`config.mk`:
```
export PLATFORM = sky130hd
export DESIGN_NAME = instr_fetch_unit
export DESIGN_NICKNAME = d
export VERILOG_FILES = /design/src/rtl/core_pkg.sv /design/src/rtl/instr_fetch_unit_next_pc_sel.sv /design/src/rtl/instr_fetch_unit.sv
export SDC_FILE = /design/constraint.sdc
export NUM_CORES = 1
export LEC_CHECK = 0
export CAP_MARGIN = 20
export CORE_UTILIZATION = 47
export DETAILED_ROUTE_END_ITERATION = 7
export HOLD_SLACK_MARGIN = 0.02
export PLACE_DENSITY_LB_ADDON = 0.15
export REMOVE_ABC_BUFFERS = 1
export SETUP_SLACK_MARGIN = 0.15
export SYNTH_ARGS = -nofsm -noshare
export SYNTH_HDL_FRONTEND = slang
export SYNTH_SLANG_ARGS = --single-unit
```
`constraint.sdc`:
```
create_clock -name clk -period 4.3 [get_ports clk]
set_clock_uncertainty 0.05 [all_clocks]
set_input_delay 0.645 -clock clk [delete_from_list [all_inputs] [get_ports clk]]
set_output_delay 0.645 -clock clk [all_outputs]
set_load 0.02 [all_outputs]
```
`src/rtl/core_pkg.sv`:
```
// Shared definitions for the 16-bit single-issue core: widths, opcodes, fetch FSM encoding.
package core_pkg;

  localparam int INSTR_W = 16;
  localparam int PC_W    = 16;

  localparam logic [INSTR_W-1:0] NOP_INSTR = 16'h0000;

  // Major opcodes carried in instr[15:12]
  localparam logic [3:0] OPC_RTYPE = 4'h0;
  localparam logic [3:0] OPC_LW    = 4'h1;
  localparam logic [3:0] OPC_SW    = 4'h2;
  localparam logic [3:0] OPC_BEQ   = 4'h3;
  localparam logic [3:0] OPC_BNE   = 4'h4;
  localparam logic [3:0] OPC_JMP   = 4'h5;

  // Fetch FSM: FETCH requests at pc, HOLD parks a word in the skid,
  // DRAIN waits out a wrong-path request and drops its data.
  typedef enum logic [1:0] {
    FS_FETCH = 2'd0,
    FS_HOLD  = 2'd1,
    FS_DRAIN = 2'd2
  } fetch_state_e;

endpackage

```
`src/rtl/instr_fetch_unit_next_pc_sel.sv`:
```
// Redirect decision and target address for jump/beq/bne resolved in execute.
module next_pc_sel
  import core_pkg::*;
(
  input  logic            i_jump,
  input  logic            i_beq,
  input  logic            i_bne,
  input  logic            i_zero,
  input  logic [PC_W-1:0] i_pc_plus1,
  input  logic [5:0]      i_imm,
  input  logic [11:0]     i_jtarget,
  output logic            o_redirect,
  output logic [PC_W-1:0] o_target
);

  logic [PC_W-1:0] w_branch_tgt;
  logic [PC_W-1:0] w_jump_tgt;

  assign w_branch_tgt = i_pc_plus1 + {{(PC_W-6){i_imm[5]}}, i_imm};
  assign w_jump_tgt   = {i_pc_plus1[15:12], i_jtarget};

  // Jump takes precedence over any branch raised in the same cycle
  always_comb begin
    o_redirect = i_jump | (i_beq & i_zero) | (i_bne & ~i_zero);
    o_target   = i_jump ? w_jump_tgt : w_branch_tgt;
  end

endmodule

```
`src/rtl/instr_fetch_unit.sv`:
```
// Instruction-fetch stage: PC, req/ack fetch FSM with one-entry skid, IF/ID register, redirect/flush.
module instr_fetch_unit
  import core_pkg::*;
#(
  parameter logic [15:0] RESET_PC  = 16'h0000,
  parameter logic [15:0] NOP_INSTR = core_pkg::NOP_INSTR
) (
  input  logic        clk,
  input  logic        reset_n,
  output logic        imem_req,
  output logic [15:0] imem_addr,
  input  logic        imem_ack,
  input  logic [15:0] imem_rdata,
  input  logic        id_stall,
  input  logic        ex_jump,
  input  logic        ex_beq,
  input  logic        ex_bne,
  input  logic        ex_zero,
  input  logic [15:0] ex_pc_plus1,
  input  logic [5:0]  ex_imm,
  input  logic [11:0] ex_jtarget,
  output logic        if_valid,
  output logic [15:0] if_instr,
  output logic [3:0]  if_opcode,
  output logic [15:0] if_pc_plus1,
  output logic        flush
);

  fetch_state_e r_state;
  logic [15:0]  r_pc;
  logic [15:0]  r_addr;
  logic         r_req;
  logic         r_flush;
  logic         r_if_valid;
  logic [15:0]  r_if_instr;
  logic [15:0]  r_if_pc1;
  logic [15:0]  r_skid_instr;
  logic [15:0]  r_skid_pc1;

  logic         w_redirect;
  logic [15:0]  w_target;
  logic         w_ack;
  logic         w_consume;
  logic         w_if_free;
  logic [15:0]  w_pc_plus1;

  fetch_state_e w_nxt_state;
  logic [15:0]  w_nxt_pc;
  logic         w_nxt_if_valid;
  logic [15:0]  w_nxt_if_instr;
  logic [15:0]  w_nxt_if_pc1;
  logic [15:0]  w_nxt_skid_instr;
  logic [15:0]  w_nxt_skid_pc1;

  next_pc_sel u_next_pc_sel (
    .i_jump     (ex_jump),
    .i_beq      (ex_beq),
    .i_bne      (ex_bne),
    .i_zero     (ex_zero),
    .i_pc_plus1 (ex_pc_plus1),
    .i_imm      (ex_imm),
    .i_jtarget  (ex_jtarget),
    .o_redirect (w_redirect),
    .o_target   (w_target)
  );

  // An ack only counts against a request we actually have outstanding
  assign w_ack      = imem_ack & r_req;
  assign w_consume  = r_if_valid & ~id_stall;
  assign w_if_free  = ~r_if_valid | w_consume;
  assign w_pc_plus1 = r_pc + 16'd1;

  // Next-state logic: redirect overrides every fetch/hold/drain event
  always_comb begin
    w_nxt_state      = r_state;
    w_nxt_pc         = r_pc;
    w_nxt_if_valid   = r_if_valid;
    w_nxt_if_instr   = r_if_instr;
    w_nxt_if_pc1     = r_if_pc1;
    w_nxt_skid_instr = r_skid_instr;
    w_nxt_skid_pc1   = r_skid_pc1;
    if (w_redirect) begin
      w_nxt_pc       = w_target;
      w_nxt_if_valid = 1'b0;
      w_nxt_if_instr = NOP_INSTR;
      // A still-open request must be drained so its wrong-path data is dropped
      w_nxt_state    = (r_req && !w_ack) ? FS_DRAIN : FS_FETCH;
    end else begin
      case (r_state)
        FS_FETCH: begin
          if (w_ack) begin
            w_nxt_pc = w_pc_plus1;
            if (w_if_free) begin
              w_nxt_if_valid = 1'b1;
              w_nxt_if_instr = imem_rdata;
              w_nxt_if_pc1   = w_pc_plus1;
            end else begin
              w_nxt_skid_instr = imem_rdata;
              w_nxt_skid_pc1   = w_pc_plus1;
              w_nxt_state      = FS_HOLD;
            end
          end else if (w_consume) begin
            w_nxt_if_valid = 1'b0;
            w_nxt_if_instr = NOP_INSTR;
          end
        end
        FS_HOLD: begin
          if (w_if_free) begin
            w_nxt_if_valid = 1'b1;
            w_nxt_if_instr = r_skid_instr;
            w_nxt_if_pc1   = r_skid_pc1;
            w_nxt_state    = FS_FETCH;
          end
        end
        FS_DRAIN: begin
          if (w_consume) begin
            w_nxt_if_valid = 1'b0;
            w_nxt_if_instr = NOP_INSTR;
          end
          if (w_ack) w_nxt_state = FS_FETCH;
        end
        default: w_nxt_state = FS_FETCH;
      endcase
    end
  end

  // State, PC, skid, IF/ID and registered memory-side outputs
  always_ff @(posedge clk or negedge reset_n) begin
    if (!reset_n) begin
      r_state      <= FS_FETCH;
      r_pc         <= RESET_PC;
      r_addr       <= RESET_PC;
      r_req        <= 1'b0;
      r_flush      <= 1'b0;
      r_if_valid   <= 1'b0;
      r_if_instr   <= NOP_INSTR;
      r_if_pc1     <= 16'h0000;
      r_skid_instr <= NOP_INSTR;
      r_skid_pc1   <= 16'h0000;
    end else begin
      r_state      <= w_nxt_state;
      r_pc         <= w_nxt_pc;
      // In DRAIN the old address stays on the bus until its ack
      r_addr       <= (w_nxt_state == FS_DRAIN) ? r_addr : w_nxt_pc;
      r_req        <= (w_nxt_state != FS_HOLD);
      r_flush      <= w_redirect;
      r_if_valid   <= w_nxt_if_valid;
      r_if_instr   <= w_nxt_if_instr;
      r_if_pc1     <= w_nxt_if_pc1;
      r_skid_instr <= w_nxt_skid_instr;
      r_skid_pc1   <= w_nxt_skid_pc1;
    end
  end

  assign imem_req    = r_req;
  assign imem_addr   = r_addr;
  assign flush       = r_flush;
  assign if_valid    = r_if_valid;
  assign if_instr    = r_if_instr;
  assign if_opcode   = r_if_instr[15:12];
  assign if_pc_plus1 = r_if_pc1;

endmodule
```
Word level (Yosys, flattened, before mapping)
Index checks and enable logic that the tools add are counted.
{ "word_totals": {"wordCells": 67, "reg_bits": 101, "output_inout_bits": 55, "input_bits": 58} }
{ "op_classes": {"reduce_logical": 8, "n_addsub": 2, "bitwise_logic": 12, "eq_ne": 9, "mux": 26} }
{ "op_table": {"columns": ["cell", "n"], "rows": [
  ["16-bit 2-to-1 mux", 12],
  ["16-bit one-hot mux with 3 select lines", 1],
  ["16-bit one-hot mux with 2 select lines", 1],
  ["16-bit by 1-bit adder with 16-bit output, second input constant", 1],
  ["16-bit adder", 1],
  ["2-bit 2-to-1 mux", 6],
  ["2-bit inequality test, second input constant", 3],
  ["2-bit one-hot mux with 3 select lines", 1],
  ["1-bit NOT", 5],
  ["5-bit AND reduction", 1],
  ["1-bit AND", 4],
  ["2-bit equality test, second input constant", 2],
  ["1-bit 2-to-1 mux", 4],
  ["4-bit inequality test, second input constant", 1],
  ["4-bit AND reduction", 1],
  ["4-bit nonzero test", 1],
  ["3-bit inequality test, second input constant", 1],
  ["1-bit OR", 3],
  ["1-bit one-hot mux with 3 select lines", 1],
  ["3-bit AND reduction", 1],
  ["2-bit by 1-bit equality test with 1-bit output, second input constant", 1],
  ["2-bit logical NOT", 1],
  ["2-bit by 1-bit inequality test with 1-bit output, second input constant", 1],
  ["2-bit nonzero test", 1],
  ["2 further kinds", 2]
]} }

Depth between registers and ports, before layout
Gate-level depths: netlist of the first run.
{ "logic_depth": {"word_depth": 8, "ltp_mapped": 11, "mapped_depth_nobuf": 9} }

Cells and area by module
A second synthesis of the first run with hierarchy kept.
{ "unflattened": {"cells_unflattened": 609, "area_unflattened_um2": 5964.5} }
{ "modules_own_cells": {"columns": ["mod", "area_per_inst_um2", "instances", "cells_each", "seq_area_each_um2"], "rows": [
  ["instr_fetch_unit", 4996.0, 1, 472, 2527.4],
  ["next_pc_sel", 968.4, 1, 137, 0.0]
]} }

Worst setup path after synthesis of the first run
No wires, ideal clock.
{ "synth_path": {"path_type": "input to register", "startpoint": "input ex_pc_plus1[0]", "endpoint": "register r_addr[12], in the netlist imem_addr[12]", "required_time_ns": 4.125, "arrival_ns": 2.562, "setup_slack_ns": 1.563, "setup_ns": 0.125, "n_path_buf": 0, "cell_stages": 9, "path_cell_list": "ha_1 > fa_1 > a21oi_1 > o21ai_1 > a21o_1 > a221oi_2 > xor2_1 > o21ai_1 > mux2_2"} }
{ "synth_via": {"elab_chain_cells": 3} }
{ "synth_rtl": {"columns": ["item", "line_no", "rtl"], "rows": [
  ["start, declared", "instr_fetch_unit.sv:19", "input logic [15:0] ex_pc_plus1,"],
  ["16-bit adder", "instr_fetch_unit_next_pc_sel.sv:19", "assign w_branch_tgt = i_pc_plus1 + {{(PC_W-6){i_imm[5]}}, i_imm};"],
  ["16-bit 2-to-1 mux", "instr_fetch_unit_next_pc_sel.sv:25", "o_target = i_jump ? w_jump_tgt : w_branch_tgt;"],
  ["16-bit 2-to-1 mux", "instr_fetch_unit.sv:82", "if (w_redirect) begin"],
  ["named net w_nxt_pc[12]", "instr_fetch_unit.sv:48", "logic [15:0] w_nxt_pc;"],
  ["end signal, assigned", "instr_fetch_unit.sv:144", "r_addr <= (w_nxt_state == FS_DRAIN) ? r_addr : w_nxt_pc;"],
  ["end, declared", "instr_fetch_unit.sv:31", "logic [15:0] r_addr;"]
]} }
The timed path passes the listed nets, and every way through them passes these cells.
A chain may end at the register's enable or synchronous reset.

Worst setup path in the final report of the first run
{ "layout_path": {"startpoint": "input ex_imm[5]", "endpoint": "register r_addr[12], in the netlist imem_addr[12]"} }
{ "layout_via": {"elab_chain_cells": 3} }
{ "layout_rtl": {"columns": ["item", "line_no", "rtl"], "rows": [
  ["start, declared", "instr_fetch_unit.sv:20", "input logic [5:0] ex_imm,"],
  ["16-bit adder", "instr_fetch_unit_next_pc_sel.sv:19", null],
  ["16-bit 2-to-1 mux", "instr_fetch_unit_next_pc_sel.sv:25", null],
  ["16-bit 2-to-1 mux", "instr_fetch_unit.sv:82", null],
  ["named net w_nxt_pc[12]", "instr_fetch_unit.sv:48", null]
]} }
The timed path passes the listed nets, and every way through them passes these cells.

==> metrics.txt, run 1 <==
Nets 809; Initial Utilization 48.8%; first-pass GRT wire length 24.5 mm; deepest clock path buffer count 2; LEAKAGE 0.00319 uW; Post-CTS Setup Repair Bufs 0; largest area contributor in the netlist dfrtp_1; # clock sinks 101; share of cells above drive strength 1 9.97%; ys async rst share 100%; Post-synth top flop dfrtp_1; Crit Path Class in -> reg; quantity of I/O buffers inserted on ports 112; DRC 0; Ports 113; Total GRT Usage 24.0%; Yosys warnings 0; CTS resizes 0; Yosys cell types 61; Worst EP arrival approximately 3.3 ns; Total Wirelength 15.1 mm; most numerous cell in the Yosys netlist dfrtp_1; post-DP HPWL around 11 mm; Peak VDD IR 0.177 mV; wire per inst 16.7 um; Die H 115 um; delay-heaviest family, CP compound AO/OA/AOI/OAI gates; Placer Congestion 1.01; Fin Setup TNS 0 ns; Final Hold Fails 0; crit-path max cell delay 0.66 ns; EDFF count, synth 0; final antenna-violating net count 0; drt first pass iters 5; Peak Freq roughly 0.33 GHz; top cell type's share of synthesized area 42.4%; Inserted Clock Buffers 9; mapped cell area 0.00596 mm^2; RSZ-0062 raised after global routing false; CP startpoint kind input port; max_cap viols 0; worst skew pair latency about 0.35 ns; total gr overflow 0; crit end category flip-flop; Rel. slew slack 36.2%; worst-path fanout max 13; DR vias/cell around 5.7; H-tree depth 3; slowest cell on the critical path clkdlybuf4s50_1; antenna cell count 0; sequential-to-total area share from yosys stat 42.4%; Yosys reg bits 101; crit share post-route 71.3%; vias in the first global route 4858; cells along the critical path clkdlybuf4s50_1 > ha_1 > a21oi_1 > o21ai_0 > a21o_1 > a221oi_2 > xor2_1 > o21ai_1 > mux2_2; fin. max-slew vios 0; Horiz. Die Dim about 110 um; Tmin final 3.06 ns; root buf cell clkbuf_16; largest cells by area after synthesis dfrtp_1 (42%), nand2_1 (5.4%), a21oi_1 (5.0%), mux2_2 (4.9%), ha_1 (4.4%); Worst Path Buf+Inv 1; pin count of the biggest net entering global routing 67; fillers about 1100; WHS 0.359 ns; Rows 40; Pwr per Cell Area between 300 and 400 mW/mm^2; # hold bufs at CTS 0; initial antenna violation count 0; list of most frequent post-synthesis cells dfrtp_1 (101), nand2_1 (86), a21oi_1 (60), nor2_1 (56), o21ai_0 (45); worst-margin pin slew 0.954 ns; setup violators final 0; clk slew on worst S/H paths 0.06 ns; Core ar. 0.0122 mm^2; WP data required 4.48 ns; worst min path class in -> async; total die area 0.0131 mm^2; vias post-DR 5116; status completed; initial DRC count 406; CTS tree built; Layout area overhead 25.4%; synthesized area per cell 9.35 um^2; Cells after Synth around 640
-- layout make-up --
type	instances	area, um^2	share of cell area (%)
sequential	101	2530	33.8
clock inverter	4	48.8	0.653
clock buffer	10	239	3.20
timing repair buffer	123	1210	16.2
inverter	13	48.8	0.653
multi-input combinational	481	3190	42.7
tap	168	210	2.81
-- state kept, by name, summed over array words and instances (netlist names) --
signal and count:
flush 1, if_instr 16, if_pc_plus1 16, if_valid 1
imem_addr 16, imem_req 1, r_pc 16, r_skid_instr 16
r_skid_pc1 16, r_state 2
-- layer usage --
metal | GRT usage (%) | vias up | part of all wire [%]
met5 | 0 | - | 0
met4 | 9.26 | 0 | 2.0
met3 | 2.91 | 26 | 4.7
met2 | 38.5 | 185 | 46
met1 | 33.2 | 2439 | 47
li1 | - | 2466 | -
-- where the power goes --
| group | internal (uW) | leakage [uW] | switching [uW] | total, uW |
|---|---|---|---|---|
| logic | 440 | 0.00177 | 478 | 918 |
| registers | 1110 | 0.00128 | 123 | 1240 |
| clock network | 461 | 0.000145 | 346 | 807 |
-- logic make-up after synthesis --
group	share of synthesized area, %
mux	8.20
flops	42.4
compound gates	20.8
simple gates	13.9
buf+inv	4.11
fa+ha+maj	4.74
xor+xnor	5.87
-- cell usage in the layout, fill, tap and decap left out, drive strengths merged, types with 2 or more instances in the layout --
cell type,count
a211oi,7
a21o,4
a21oi,60
a221o,16
a221oi,2
a222oi,2
a22o,17
a22oi,2
a31oi,9
and3,2
buf,12
clkbuf,10
clkdlybuf4s50,111
clkinv,3
dfrtp,101
ha,21
inv,13
mux2,34
mux2i,8
nand2,87
nand3,20
nand3b,2
nand4,6
nor2,58
nor3,8
o211a,2
o211ai,2
o21a,4
o21ai,50
o22a,2
o22ai,2
o31ai,2
xnor2,23
xor2,17
-- per-stage QoR --
stage          power [uW]  setup slack, ns  cell area, um^2  util [%]  std cells
6_report             2960             1.24             7480      61.2        900
5_1_grt              3110             1.09             7480      61.2        900
4_1_cts              2970             1.23             7460      61.1        899
3_5_place_dp         2160            0.923             7170      58.8        885
3_3_place_gp         2140            0.996             7160      58.7        884
2_1_floorplan        1750             1.24             5770         -        595
-- worst paths after layout --
path	cells past startpoint	to	slack [ns]	startpoint
worst max-delay path	9	imem_addr[12]	1.24	ex_imm[5]
worst min-delay path	1	imem_addr[0]	0.36	reset_n
worst max register to register	8	imem_addr[1]	1.48	r_state[1]
worst min register to register	2	if_pc_plus1[10]	0.43	if_pc_plus1[10]
max in group asynchronous	2	if_pc_plus1[10]	2.87	reset_n
min in group clk	2	if_pc_plus1[10]	0.43	if_pc_plus1[10]
Power figures use the tool's default switching activity.
==> run 2, diff against run 1 <==
==> constraint.sdc (replaced) <==
create_clock -name clk -period 3.1 [get_ports clk]
set_clock_uncertainty 0.05 [all_clocks]
set_input_delay 0.465 -clock clk [delete_from_list [all_inputs] [get_ports clk]]
set_output_delay 0.465 -clock clk [all_outputs]
set_load 0.02 [all_outputs]
==> run 2 against run 1 <==
Against the previous run:
- global-route usage decreased by 0.17 points
- setup slack got worse by 0.97 ns
- first-iteration DRC count decreased by 5.2%
- critical endpoint unchanged
- largest cell class unchanged
- largest power group unchanged
==> metrics.txt, run 2 (synthesis results as in run 1) <==
DR vias/cell 5.59 (-1.7%); worst skew pair latency 0.34 ns (about the same); Placed Instances 898 (+1.5%); CTS tree built; total gr overflow 0 (unchanged); post-DP HPWL 10.8 mm (+1.3%); fillers 1053 (-3.5%); Final Hold Fails 0 (unchanged); Core ar. 0.0122 mm^2 (unchanged); Finished Layout Cells 915 (+1.7%); Fin Setup TNS 0 ns (unchanged); Worst EP arrival 3.02 ns (-0.23 ns); Placer Congestion 0.868 (-14%); Total GRT Usage 23.8% (-0.17 points); LEAKAGE 0.00327 uW (+2.3%); Horiz. Die Dim 115 um (unchanged); Total Wirelength 15.1 mm (about the same); setup violators final 0 (unchanged); drt first pass iters 5 (unchanged); Rows 40 (unchanged); commonest non-fill, non-tap cells in the layout clkdlybuf4s50_1 (111), dfrtp_1 (101), nand2_1 (86), a21oi_1 (60), nor2_1 (56); antenna cell count 0 (unchanged); pin count of the biggest net entering global routing 81 (+21%); # clock sinks 101 (unchanged); Post-CTS Setup Repair Bufs 0 (unchanged); dpl cell area 0.00728 mm^2 (+1.5%); worst-path fanout max 4 (-9); Ports 113 (unchanged); Peak VDD IR 0.306 mV (+73%); DRC 0 (unchanged); first-pass GRT wire length 24.5 mm (-0.20%); CP startpoint kind input port; quantity of I/O buffers inserted on ports 112 (unchanged); Nets 822 (+1.6%); CTS resizes 0 (unchanged); Rel. slew slack 50.0% (+14 points); # hold bufs at CTS 0 (unchanged); Tmin final between 2 and 3 ns; share of cells above drive strength 1 11.6% (+1.7 points); crit share post-route 91.5%; Peak Freq 0.352 GHz; worst-margin pin slew 0.750 ns (-0.205 ns); most common cell after layout, fill and taps aside clkdlybuf4s50_1; initial antenna violation count 0 (unchanged); crit end category flip-flop; Inserted Clock Buffers 9 (unchanged); setup ws final 0.263 ns (-0.973 ns); Initial Utilization 48.8% (unchanged); Layout area overhead 27.6%; max_cap viols 0 (unchanged); Crit Path Class in -> reg; vias in the first global route 5107 (+5.1%); Place WS -0.0513 ns (-0.975 ns); RSZ-0062 raised after global routing false; final antenna-violating net count 0 (unchanged); status completed; total die area 0.0131 mm^2 (unchanged); initial DRC count 385 (-5.2%); clk slew on worst S/H paths 0.07 ns (about the same); WHS 0.00465 ns (-0.354 ns); vias post-DR 5115 (-0.020%); deepest clock path buffer count 2 (unchanged); fin. max-slew vios 0 (unchanged); H-tree depth 3 (unchanged); Design Area, Final 0.00761 mm^2 (+1.8%); WP data required 3.29 ns (-1.19 ns); Die H 115 um (unchanged); worst min path class in -> async; Pwr per Cell Area 545 mW/mm^2 (+38%); wire per inst 16.5 um (-1.6%); root buf cell clkbuf_16
run 2: changes by cell type in the layout (fill, tap and decap cells not counted), sizes merged:
cell | before | now
inv | 13 | 14
buf | 12 | 25
clkinvlp | 0 | 1
run 2: metrics by stage:
stage	utilization [%]	power (uW)
final	62.3	4140
after global routing	62.3	4370
after CTS	62.1	4160
after floorplan	-	2430
after global placement	59.6	2980
after detailed placement	59.6	3010
run 2: worst max-delay path, cell delays in order:
cell and delay (ns):
clkdlybuf4s50_1 0.40, ha_1 0.23, fa_1 0.41, a21oi_1 0.22
o21ai_1 0.17, a21o_1 0.25, a221oi_2 0.30, xor2_1 0.18
o21ai_1 0.12, mux2_2 0.28
run 2: cell type report:
type	instances	area (um^2)	area share, %
clock buffer	10	229	3.01
clock inverter	6	71.3	0.937
inverter	13	48.8	0.641
multi-input combinational	481	3190	41.9
sequential	101	2530	33.2
tap	168	210	2.76
timing repair buffer	136	1330	17.5
run 2: routing by layer:
metal	share of wire (%)	track usage, %	vias up
met5	0	0	-
met2	47	38.4	168
met1	46	31.9	2433
met4	1.9	10.8	0
met3	4.6	3.28	23
li1	-	-	2491
run 2: power breakdown:
part           internal, uW  switching, uW
Combinational           627            666
Clock                   635            513
Sequential             1540            160
run 2: final timing paths:
kind | start | endpoint | slack, ns | depth (start not counted)
worst min-delay path | reset_n | imem_addr[10] | 0.005 | 1
worst max-delay path | ex_pc_plus1[0] | imem_addr[12] | 0.26 | 10
worst min register to register | if_pc_plus1[7] | if_pc_plus1[7] | 0.43 | 2
min in group clk | if_pc_plus1[7] | if_pc_plus1[7] | 0.43 | 2
worst max register to register | r_state[1] | imem_addr[7] | 0.68 | 9
max in group asynchronous | reset_n | if_instr[0] | 2.22 | 3
